<file path="src/rtl/ps2_host_tx.sv">
// Host-to-device PS/2 transmitter: inhibit, request-to-send, 9-bit shift on device clock, ACK, timeouts.
// Optional build macro PS2TX_ACK_CHECK_EN: a missing device ACK also raises err alongside done.
module ps2_host_tx #(
    parameter int unsigned INHIBIT_CYC  = 2500,
    parameter int unsigned START_TO_CYC = 375000,
    parameter int unsigned XFER_TO_CYC  = 50000
) (
    input  logic       clk25,
    input  logic       reset_n,
    input  logic       ps2_clk_i,
    input  logic       ps2_dat_i,
    output logic       ps2_clk_oe,
    output logic       ps2_dat_oe,
    input  logic [7:0] tx_data,
    input  logic       tx_stb,
    output logic       busy,
    output logic       done,
    output logic       err
);

    typedef enum logic [2:0] {
        S_IDLE, S_INHIBIT, S_START, S_RTS, S_SHIFT, S_ACK, S_WAITIDLE
    } state_e;

    localparam logic [18:0] INH_LAST   = 19'(INHIBIT_CYC - 1);
    localparam logic [18:0] START_LAST = 19'(START_TO_CYC - 1);
    localparam logic [18:0] XFER_LAST  = 19'(XFER_TO_CYC - 1);

`ifdef PS2TX_ACK_CHECK_EN
    localparam logic ACK_CHECK = 1'b1;
`else
    localparam logic ACK_CHECK = 1'b0;
`endif

    state_e      state_q, state_d;
    logic [8:0]  shift_q, shift_d;
    logic [3:0]  edge_q, edge_d;
    logic [18:0] cnt_q, cnt_d;
    logic        ack_bad_q, ack_bad_d;
    logic        clk_oe_q, clk_oe_d;
    logic        dat_oe_q, dat_oe_d;
    logic        busy_q, busy_d;
    logic        done_q, done_d;
    logic        err_q, err_d;
    logic        timeout;

    logic clk_s1_q, clk_s2_q, clk_prev_q, fall_q;
    logic dat_s1_q, dat_s2_q;

    // NOTE: synchroniser flops reset to 1 (idle bus level) so leaving reset never fakes a falling edge.
    always_ff @(posedge clk25 or negedge reset_n) begin
        if (!reset_n) begin
            clk_s1_q   <= 1'b1;
            clk_s2_q   <= 1'b1;
            clk_prev_q <= 1'b1;
            fall_q     <= 1'b0;
            dat_s1_q   <= 1'b1;
            dat_s2_q   <= 1'b1;
        end else begin
            clk_s1_q   <= ps2_clk_i;
            clk_s2_q   <= clk_s1_q;
            clk_prev_q <= clk_s2_q;
            fall_q     <= clk_prev_q & ~clk_s2_q;
            dat_s1_q   <= ps2_dat_i;
            dat_s2_q   <= dat_s1_q;
        end
    end

    // NOTE: every variable gets a default at the top of always_comb, so no path can infer a latch.
    always_comb begin
        state_d   = state_q;
        shift_d   = shift_q;
        edge_d    = edge_q;
        cnt_d     = cnt_q;
        ack_bad_d = ack_bad_q;
        dat_oe_d  = dat_oe_q;
        done_d    = 1'b0;
        err_d     = 1'b0;
        timeout   = 1'b0;

        case (state_q)
            S_IDLE: begin
                // A request in the done cycle is dropped; one cycle later it is accepted.
                if (tx_stb && !done_q) begin
                    shift_d   = {~^tx_data, tx_data};
                    cnt_d     = '0;
                    edge_d    = '0;
                    ack_bad_d = 1'b0;
                    state_d   = S_INHIBIT;
                end
            end
            S_INHIBIT: begin
                cnt_d = cnt_q + 19'd1;
                if (cnt_q == INH_LAST) state_d = S_START;
            end
            S_START: begin
                cnt_d   = '0;
                state_d = S_RTS;
            end
            S_RTS: begin
                cnt_d = cnt_q + 19'd1;
                if (cnt_q == START_LAST) begin
                    timeout = 1'b1;
                end else if (fall_q) begin
                    edge_d   = 4'd1;
                    cnt_d    = 19'd1;
                    dat_oe_d = ~shift_q[0];
                    shift_d  = {1'b0, shift_q[8:1]};
                    state_d  = S_SHIFT;
                end
            end
            S_SHIFT: begin
                cnt_d = cnt_q + 19'd1;
                if (cnt_q == XFER_LAST) begin
                    timeout = 1'b1;
                end else if (fall_q) begin
                    edge_d = edge_q + 4'd1;
                    if (edge_q == 4'd9) begin
                        dat_oe_d = 1'b0;
                        state_d  = S_ACK;
                    end else begin
                        dat_oe_d = ~shift_q[0];
                        shift_d  = {1'b0, shift_q[8:1]};
                    end
                end
            end
            S_ACK: begin
                cnt_d = cnt_q + 19'd1;
                if (cnt_q == XFER_LAST) begin
                    timeout = 1'b1;
                end else if (fall_q) begin
                    edge_d    = edge_q + 4'd1;
                    ack_bad_d = dat_s2_q;
                    state_d   = S_WAITIDLE;
                end
            end
            S_WAITIDLE: begin
                cnt_d = cnt_q + 19'd1;
                if (cnt_q == XFER_LAST) begin
                    timeout = 1'b1;
                end else if (clk_s2_q && dat_s2_q) begin
                    done_d  = 1'b1;
                    err_d   = ACK_CHECK & ack_bad_q;
                    state_d = S_IDLE;
                end
            end
            default: state_d = S_IDLE;
        endcase

        if (timeout) begin
            state_d = S_IDLE;
            done_d  = 1'b1;
            err_d   = 1'b1;
        end

        // Pad controls are registered from the next state so they change with the state itself.
        clk_oe_d = (state_d == S_INHIBIT) || (state_d == S_START);
        busy_d   = (state_d != S_IDLE);
        if (state_d == S_START || state_d == S_RTS)
            dat_oe_d = 1'b1;
        else if (state_d == S_IDLE || state_d == S_INHIBIT)
            dat_oe_d = 1'b0;
    end

    always_ff @(posedge clk25 or negedge reset_n) begin
        if (!reset_n) begin
            state_q   <= S_IDLE;
            shift_q   <= '0;
            edge_q    <= '0;
            cnt_q     <= '0;
            ack_bad_q <= 1'b0;
            clk_oe_q  <= 1'b0;
            dat_oe_q  <= 1'b0;
            busy_q    <= 1'b0;
            done_q    <= 1'b0;
            err_q     <= 1'b0;
        end else begin
            state_q   <= state_d;
            shift_q   <= shift_d;
            edge_q    <= edge_d;
            cnt_q     <= cnt_d;
            ack_bad_q <= ack_bad_d;
            clk_oe_q  <= clk_oe_d;
            dat_oe_q  <= dat_oe_d;
            busy_q    <= busy_d;
            done_q    <= done_d;
            err_q     <= err_d;
        end
    end

    assign ps2_clk_oe = clk_oe_q;
    assign ps2_dat_oe = dat_oe_q;
    assign busy       = busy_q;
    assign done       = done_q;
    assign err        = err_q;

endmodule

</file>
<file path="config.mk">
export PLATFORM = sky130hd
export DESIGN_NAME = ps2_host_tx
export DESIGN_NICKNAME = d
export VERILOG_FILES = /design/src/rtl/ps2_host_tx.sv
export SDC_FILE = /design/constraint.sdc
export NUM_CORES = 1
export LEC_CHECK = 0
export BUFFER_PORTS_ARGS = -buffer_cell sky130_fd_sc_hd__buf_4
export CORE_ASPECT_RATIO = 0.6
export CORE_MARGIN = 4
export CORE_UTILIZATION = 45
export DETAILED_ROUTE_END_ITERATION = 7
export GPL_ROUTABILITY_DRIVEN = 1
export PLACE_DENSITY = 0.73
export SYNTH_ARGS = -nofsm -noshare
export SYNTH_HDL_FRONTEND = slang
export SYNTH_SLANG_ARGS = --single-unit
</file>
<file path="constraint.sdc">
create_clock -name clk25 -period 5 [get_ports clk25]
set_input_delay 0 -clock clk25 [delete_from_list [all_inputs] [get_ports clk25]]
set_output_delay 0 -clock clk25 [all_outputs]
set_load 0.03 [all_outputs]
</file>
==> results of run 1 <==
## cell usage after synthesis (2+ instances only)
library cell	instances	area, um^2
nor3_1	11	55.1
and2_1	3	18.8
and3_1	11	68.8
a41oi_1	2	17.5
xnor2_1	10	87.6
mux2_2	15	169
nor2_1	31	116
dfrtp_1	41	1030
nand4_1	6	37.5
clkbuf_8	3	41.3
a21oi_1	11	55.1
or3_1	2	12.5
or2_2	2	12.5
nor4_1	3	18.8
a31oi_1	3	18.8
clkbuf_1	2	7.51
inv_1	10	37.5
dfstp_2	5	131
a22oi_1	2	15.0
nand2_1	26	97.6
nand3_1	15	75.1
xor2_1	5	43.8
nor2b_1	3	18.8
o21ai_0	18	90.1
o31ai_1	3	22.5
nand2b_1	2	12.5
mux2i_1	3	30.0
ha_1	4	50.1
o21a_1	2	15.0
a211oi_1	2	15.0
nor4b_1	3	26.3
a311oi_1	2	17.5
## sequential cells by signal (all words and copies together) (netlist names), 3 cells and up
| signal | cells |
|---|---|
| shift_q | 9 |
| cnt_q | 19 |
| state_q | 3 |
| edge_q | 4 |
## report_power, final
part           total [W]  switching (W)  internal (W)
clock network   0.000329       0.000129      0.000200
registers       0.000377     0.00000151      0.000376
logic          0.0000349      0.0000173     0.0000176
## per-layer routing
layer	vias up	routed length, um	GRT usage [%]
met5	-	0	0
met4	0	92	4.72
met3	16	681	6.50
met2	113	2200	22.2
met1	1041	3230	30.5
li1	1079	-	-
## worst min-delay path, delay by kind of cell
kind                   cells  cell delay, ns
muxes                      1            0.14
buffers and inverters      1            0.09
AOI/OAI and AO/OA          1            0.06
and+or+nand+nor            1            0.04
## worst paths after layout
check,end,slack [ns],cells past startpoint
min in group asynchronous,edge_q[0]$_DFFE_PN0P_,0.24,2
setup reg to reg,shift_q[5]$_DFFE_PN0P_,2.23,7
setup / recovery,shift_q[5]$_DFFE_PN0P_,2.23,7
hold reg to reg,clk_s2_q$_DFF_PN1_,0.36,0
hold / removal,shift_q[7]$_DFFE_PN0P_,0.05,4
max in group asynchronous,cnt_q[0]$_DFFE_PN0P_,4.37,2
## metrics by stage
stage / power (W) / util (%)
after CTS: 0.000749 / 53.4
after floorplan: 0.000400 / -
after detailed placement: 0.000418 / 50.4
after global placement: 0.000418 / 50.4
final: 0.000741 / 53.4
after global routing: 0.000771 / 53.4
## cell usage in the layout, fill, tap and decap left out, types with 4 or more instances in the layout
| cell type | netlist | layout |
|---|---|---|
| a21oi_1 | 11 | 11 |
| and3_1 | 11 | 11 |
| buf_4 | 0 | 19 |
| clkbuf_8 | 3 | 5 |
| dfrtp_1 | 41 | 41 |
| dfstp_2 | 5 | 5 |
| ha_1 | 4 | 4 |
| inv_1 | 10 | 10 |
| mux2_2 | 15 | 15 |
| nand2_1 | 26 | 26 |
| nand3_1 | 15 | 15 |
| nand4_1 | 6 | 6 |
| nor2_1 | 31 | 31 |
| nor3_1 | 11 | 11 |
| o21ai_0 | 18 | 18 |
| xnor2_1 | 10 | 10 |
| xor2_1 | 5 | 5 |
## cell families after synthesis
logic type | after synthesis | synth area share, %
AO/OA/AOI/OAI | 58 | 14.4
XOR/XNOR | 15 | 4.89
adder cells (fa/ha/maj) | 4 | 1.86
buffers and inverters | 17 | 3.82
flip-flops | 46 | 43.1
multiplexers | 18 | 7.41
AND/OR/NAND/NOR | 127 | 24.5
## final cells by class
class / instances / area [um^2]
sequential: 46 / 1160
multi-input combinational: 222 / 1420
fill: 501 / 2650
inverter: 10 / 37.5
timing repair buffer: 22 / 173
clock buffer: 5 / 68.8
tap: 80 / 100
clock inverter: 3 / 68.8
==> results_dict.tcl, run 1 <==
set metrics [dict create \
    clk_path_buf_depth 2 \
    grt_pass1_wl_mm 10.5 \
    port_buffers 17 \
    clkSinkCount 46 \
    clk_root_buffer_cell "clkbuf_8" \
    hpwlAfterDp_mm 4.67 \
    placed_cells 377 \
    crit_chain "ha_1 -> nand4_1 -> nor4_1 -> nand3_1 -> a21oi_1 -> or3_1 -> mux2_2" \
    routedWlPerCell_um 16.0 \
    die_h_um 67.8 \
    startpoint "cnt_q[0]$_DFFE_PN0P_" \
    rsz0062_at_grt "false" \
    worstPathArrival_ns 2.96 \
    synth.distinct_cells 56 \
    max_freq_ghz 0.361 \
    crit_family "simple AND/OR/NAND/NOR gates" \
    postRouteAntennaNets 0 \
    crit_path_end_kind "register" \
    grt_use_total_pct 18.7 \
    yosysWarningCount 0 \
    path_class "reg -> reg" \
    drive_gt1_share_pct 18.8 \
    final-setup-viol-count 0 \
    cp_num_buf_inv 0 \
    place_congestion 1.03 \
    first_iter_violations 203 \
    holdCritPathClass "in -> reg" \
    synthesis.nets 302 \
    place_ws_ns 2.28 \
    slowest_delay_ns 0.53 \
    syn_inst 285 \
    path_clk_slew_ns 0.09 \
    drv_slew 0 \
    post_cts_resized 0 \
    critPathLaunchType "register" \
    io-pin-count 18 \
    required_ns 5.19 \
    async_flop_share_pct 100 \
    viasPerCell 5.80 \
    fin_nets 324 \
    layout_min_cycle_time_ns 2.77 \
    stdcell_area_um2 3030 \
    die-area_um2 7300 \
    stdcell_count 388 \
    hold_buffers 3 \
    htreeDepth 2 \
    placed_area_um2 2860 \
    slew_headroom_pct 32.9 \
    final.setup_skew_ns 0.00755 \
    area_growth_pct 12.9 \
    worstSkewPairLatency_ns 0.30 \
    num_vias 2249 \
    grt_max_degree 47 \
    cts_tree "built" \
    diodes 0 \
    ir_drop_mv 0.140 \
    cpMaxStageDelayCell "nor4_1" \
    p_per_area_nw_per_um2 245 \
    drt_first_pass_iters 5 \
    start_util_pct 47.3 \
    core_area_um2 5680 \
    die_w_um 108 \
    tightest_slew_ns 0.979 \
    core.rowCount 21 \
    synth_area_um2 2680 \
    ys_ff_latch 46 \
    cts_buffers 5 \
    drc 0 \
    fin_hold_ws_ns 0.0501 \
    post_cts_buffers 0 \
    hold_viol 0 \
    antenna_found_initial 0 \
    drv_cap 0 \
    worst-path-max-fanout 9 \
    ys_seq_area_share_pct 43.1 \
    synth_edf_count 0 \
    avgSynthCellArea_um2 9.42 \
    grt-ovfl-total 0 \
    critical_path.reg2reg.startpoint "cnt_q[0]$_DFFE_PN0P_" \
    drt-total-wl_mm 6.20 \
    finalCritPeriodShare_pct 55.3 \
    hp-start "tx_data[7]" \
    status "completed" \
    setup_ws_ns 2.23 \
    p_leak_nw 1.29 \
    setup_tns_ns 0 \
    grt_pass1_vias 1990 \
    ys.flop_type "dfrtp_1" \
]
Note: power is estimated with default switching activity, not from simulation.
==> run 2: changes to the inputs <==
ABC_AREA = 1   (was unset)
PLACE_DENSITY = 0.75   (was 0.73)
clock period = 2.5 ns   (was 5 ns; I/O delays follow)
==> results_dict.tcl, run 2 <==
set metrics [dict create \
    area_growth_pct 11.4 \
    fillers 595 \
    top_register "cnt_q" \
    final.setup_skew_ns 0.00306 \
    stdcell_count 520 \
    start_util_pct 48.2 \
    synth.distinct_cells 37 \
    seq_area_um2 1160 \
    critPathLaunchType "register" \
    grt_pass1_wl_mm 12.4 \
    p_per_area_nw_per_um2 686 \
    synth_compound_area_share_pct 9.39 \
    muxShareOfSynthArea_pct 0 \
    status "completed" \
    fin_nets 452 \
    postRouteAntennaNets 0 \
    largest_reg_flops 19 \
    slew_headroom_pct 61.3 \
    drt_first_pass_iters 5 \
    die-area_um2 8210 \
    syn_inst 414 \
    clkSinkCount 46 \
    synthAdderAreaFrac_pct 1.64 \
    placed_area_um2 3220 \
    startpoint "cnt_q[0]$_DFFE_PN0P_" \
    die_h_um 71.8 \
    final-setup-viol-count 0 \
    yosysTopAreaCell "dfrtp_1" \
    synth_area_leaders "dfrtp_1 (34%), nand2_1 (11%), inv_1 (7.7%)" \
    worstSkewPairLatency_ns 0.29 \
    ys_seq_area_share_pct 37.9 \
    setup_tns_ns 0 \
    drc 0 \
    synth_top_family_by_area "simple AND/OR/NAND/NOR gates" \
    synth_edf_count 0 \
    final_common_cell "nand2_1" \
    final_cell_mix "nand2_1 (91), inv_1 (63), nor2_1 (56), dfrtp_1 (41), nand3_1 (39)" \
    cts_tree "built" \
    post-synth-top-count-cell "nand2_1" \
    path_class "reg -> reg" \
    clk_path_buf_depth 2 \
    crit_path_end_kind "register" \
    core.rowCount 22 \
    synth_area_um2 3050 \
    io-pin-count 18 \
    grt_pass1_vias 2409 \
    synthSimpleGateAreaFrac_pct 35.0 \
    async_flop_share_pct 100 \
    crit_chain "ha_1 -> nand3_1 -> nor2_1 -> nand3_1 -> nand2_1 -> o21ai_1 -> nand2_1 -> inv_1 -> nor2_1" \
    core_area_um2 6330 \
    drv_slew 0 \
    ys_ff_latch 46 \
    multi_input_area_um2 1580 \
    num_vias 2745 \
    cts_buffers 5 \
    reg_top3 "cnt_q x19, shift_q x9, edge_q x4" \
    required_ns 2.67 \
    layout_min_cycle_time_ns 2.15 \
    critical_path.reg2reg.startpoint "cnt_q[0]$_DFFE_PN0P_" \
    hpwlAfterDp_mm 5.72 \
    holdCritPathClass "in -> reg" \
    drv_cap 0 \
    place_congestion 0.982 \
    viasPerCell 5.28 \
    routedWlPerCell_um 14.3 \
    diodes 0 \
    finalCritPeriodShare_pct 85.9 \
    drive_gt1_share_pct 14.7 \
    cpMaxStageDelayCell "dfrtp_1" \
    grt-ovfl-total 0 \
    grt_use_total_pct 19.3 \
    yosysWarningCount 0 \
    avgSynthCellArea_um2 7.37 \
    first_iter_violations 309 \
    stdcell_area_um2 3400 \
    die_w_um 114 \
    rsz0062_at_grt "false" \
    synth_top_cell_area_share_pct 33.6 \
    fin_util_pct 53.7 \
    ir_drop_mv 0.363 \
    synthesis.nets 431 \
    power_w 0.00233 \
    grt_max_degree 47 \
    synth_xor_area_share_pct 5.74 \
    placed_cells 509 \
    antenna_found_initial 0 \
    ys.flop_type "dfrtp_1" \
    synth_common_cells "nand2_1 (91), inv_1 (63), nor2_1 (56), dfrtp_1 (41), nand3_1 (39)" \
    max_freq_ghz 0.466 \
    worstPathArrival_ns 2.32 \
    tightest_slew_ns 0.580 \
    worst-path-max-fanout 8 \
    drt-total-wl_mm 7.43 \
    hold_viol 0 \
    clk_root_buffer_cell "clkbuf_16" \
    hp-start "tx_data[1]" \
    path_clk_slew_ns 0.07 \
    p_leak_nw 1.68 \
    port_buffers 17 \
    htreeDepth 2 \
    slowest_delay_ns 0.44 \
]
[run 2: report_power, final]
part	switching (W)	internal, W
combinational	0.000374	0.000232
clock	0.000300	0.000376
sequential	0.000159	0.000891
total	0.000834	0.00150
[run 2: cell type report]
class | instances | share of cell area, %
inverter | 67 | 7.40
tap | 84 | 3.09
multi-input combinational | 295 | 46.4
clock inverter | 3 | 0.736
clock buffer | 5 | 3.68
timing repair buffer | 20 | 4.64
sequential | 46 | 34.0
[run 2: through the flow]
stage | setup slack (ns) | hold slack, ns
after floorplan | 0.788 | -0.296
final | 0.352 | 0.0408
after global placement | 0.457 | 0.0426
after detailed placement | 0.458 | 0.0441
after global routing | 0.246 | 0.0644
after CTS | 0.421 | 0.0278
[run 2: logic make-up after synthesis]
group                      Yosys count
and+or+nand+nor                    226
xor gates and xnor gates            20
adders and majority gates            4
buffers and inverters               73
AOI/OAI and AO/OA                   45
DFF                                 46
[run 2: layer usage]
| metal | up-vias | track usage, % | part of all wire, % |
|---|---|---|---|
| met2 | 172 | 22.3 | 35 |
| li1 | 1355 | - | - |
| met1 | 1212 | 31.6 | 49 |
| met5 | - | 0 | 0 |
| met3 | 6 | 7.59 | 15 |
| met4 | 0 | 4.35 | 0.88 |
[run 2: final timing paths]
path | endpoint | slack (ns) | cells past startpoint
setup / recovery | cnt_q[7]$_DFFE_PN0P_ | 0.35 | 9
hold / removal | shift_q[1]$_DFFE_PN0P_ | 0.04 | 5
setup reg to reg | cnt_q[7]$_DFFE_PN0P_ | 0.35 | 9
hold reg to reg | dat_s2_q$_DFF_PN1_ | 0.36 | 0
max in group asynchronous | cnt_q[17]$_DFFE_PN0P_ | 1.86 | 2
min in group asynchronous | cnt_q[16]$_DFFE_PN0P_ | 0.25 | 2
[run 2: timing repair]
item,in CTS,in global routing
setup buffers,0,0
endpoints found under the hold margin,43,0
resized for setup,0,0
hold buffers,3,0
[run 2: worst max-delay path, delay by kind of cell, from the launching register on]
family | cells | cell delay [ns]
adder cells (fa/ha/maj) | 1 | 0.26
buffers and inverters | 1 | 0.25
flip-flops | 1 | 0.44
AND/OR/NAND/NOR | 6 | 0.67
AO/OA/AOI/OAI | 1 | 0.41
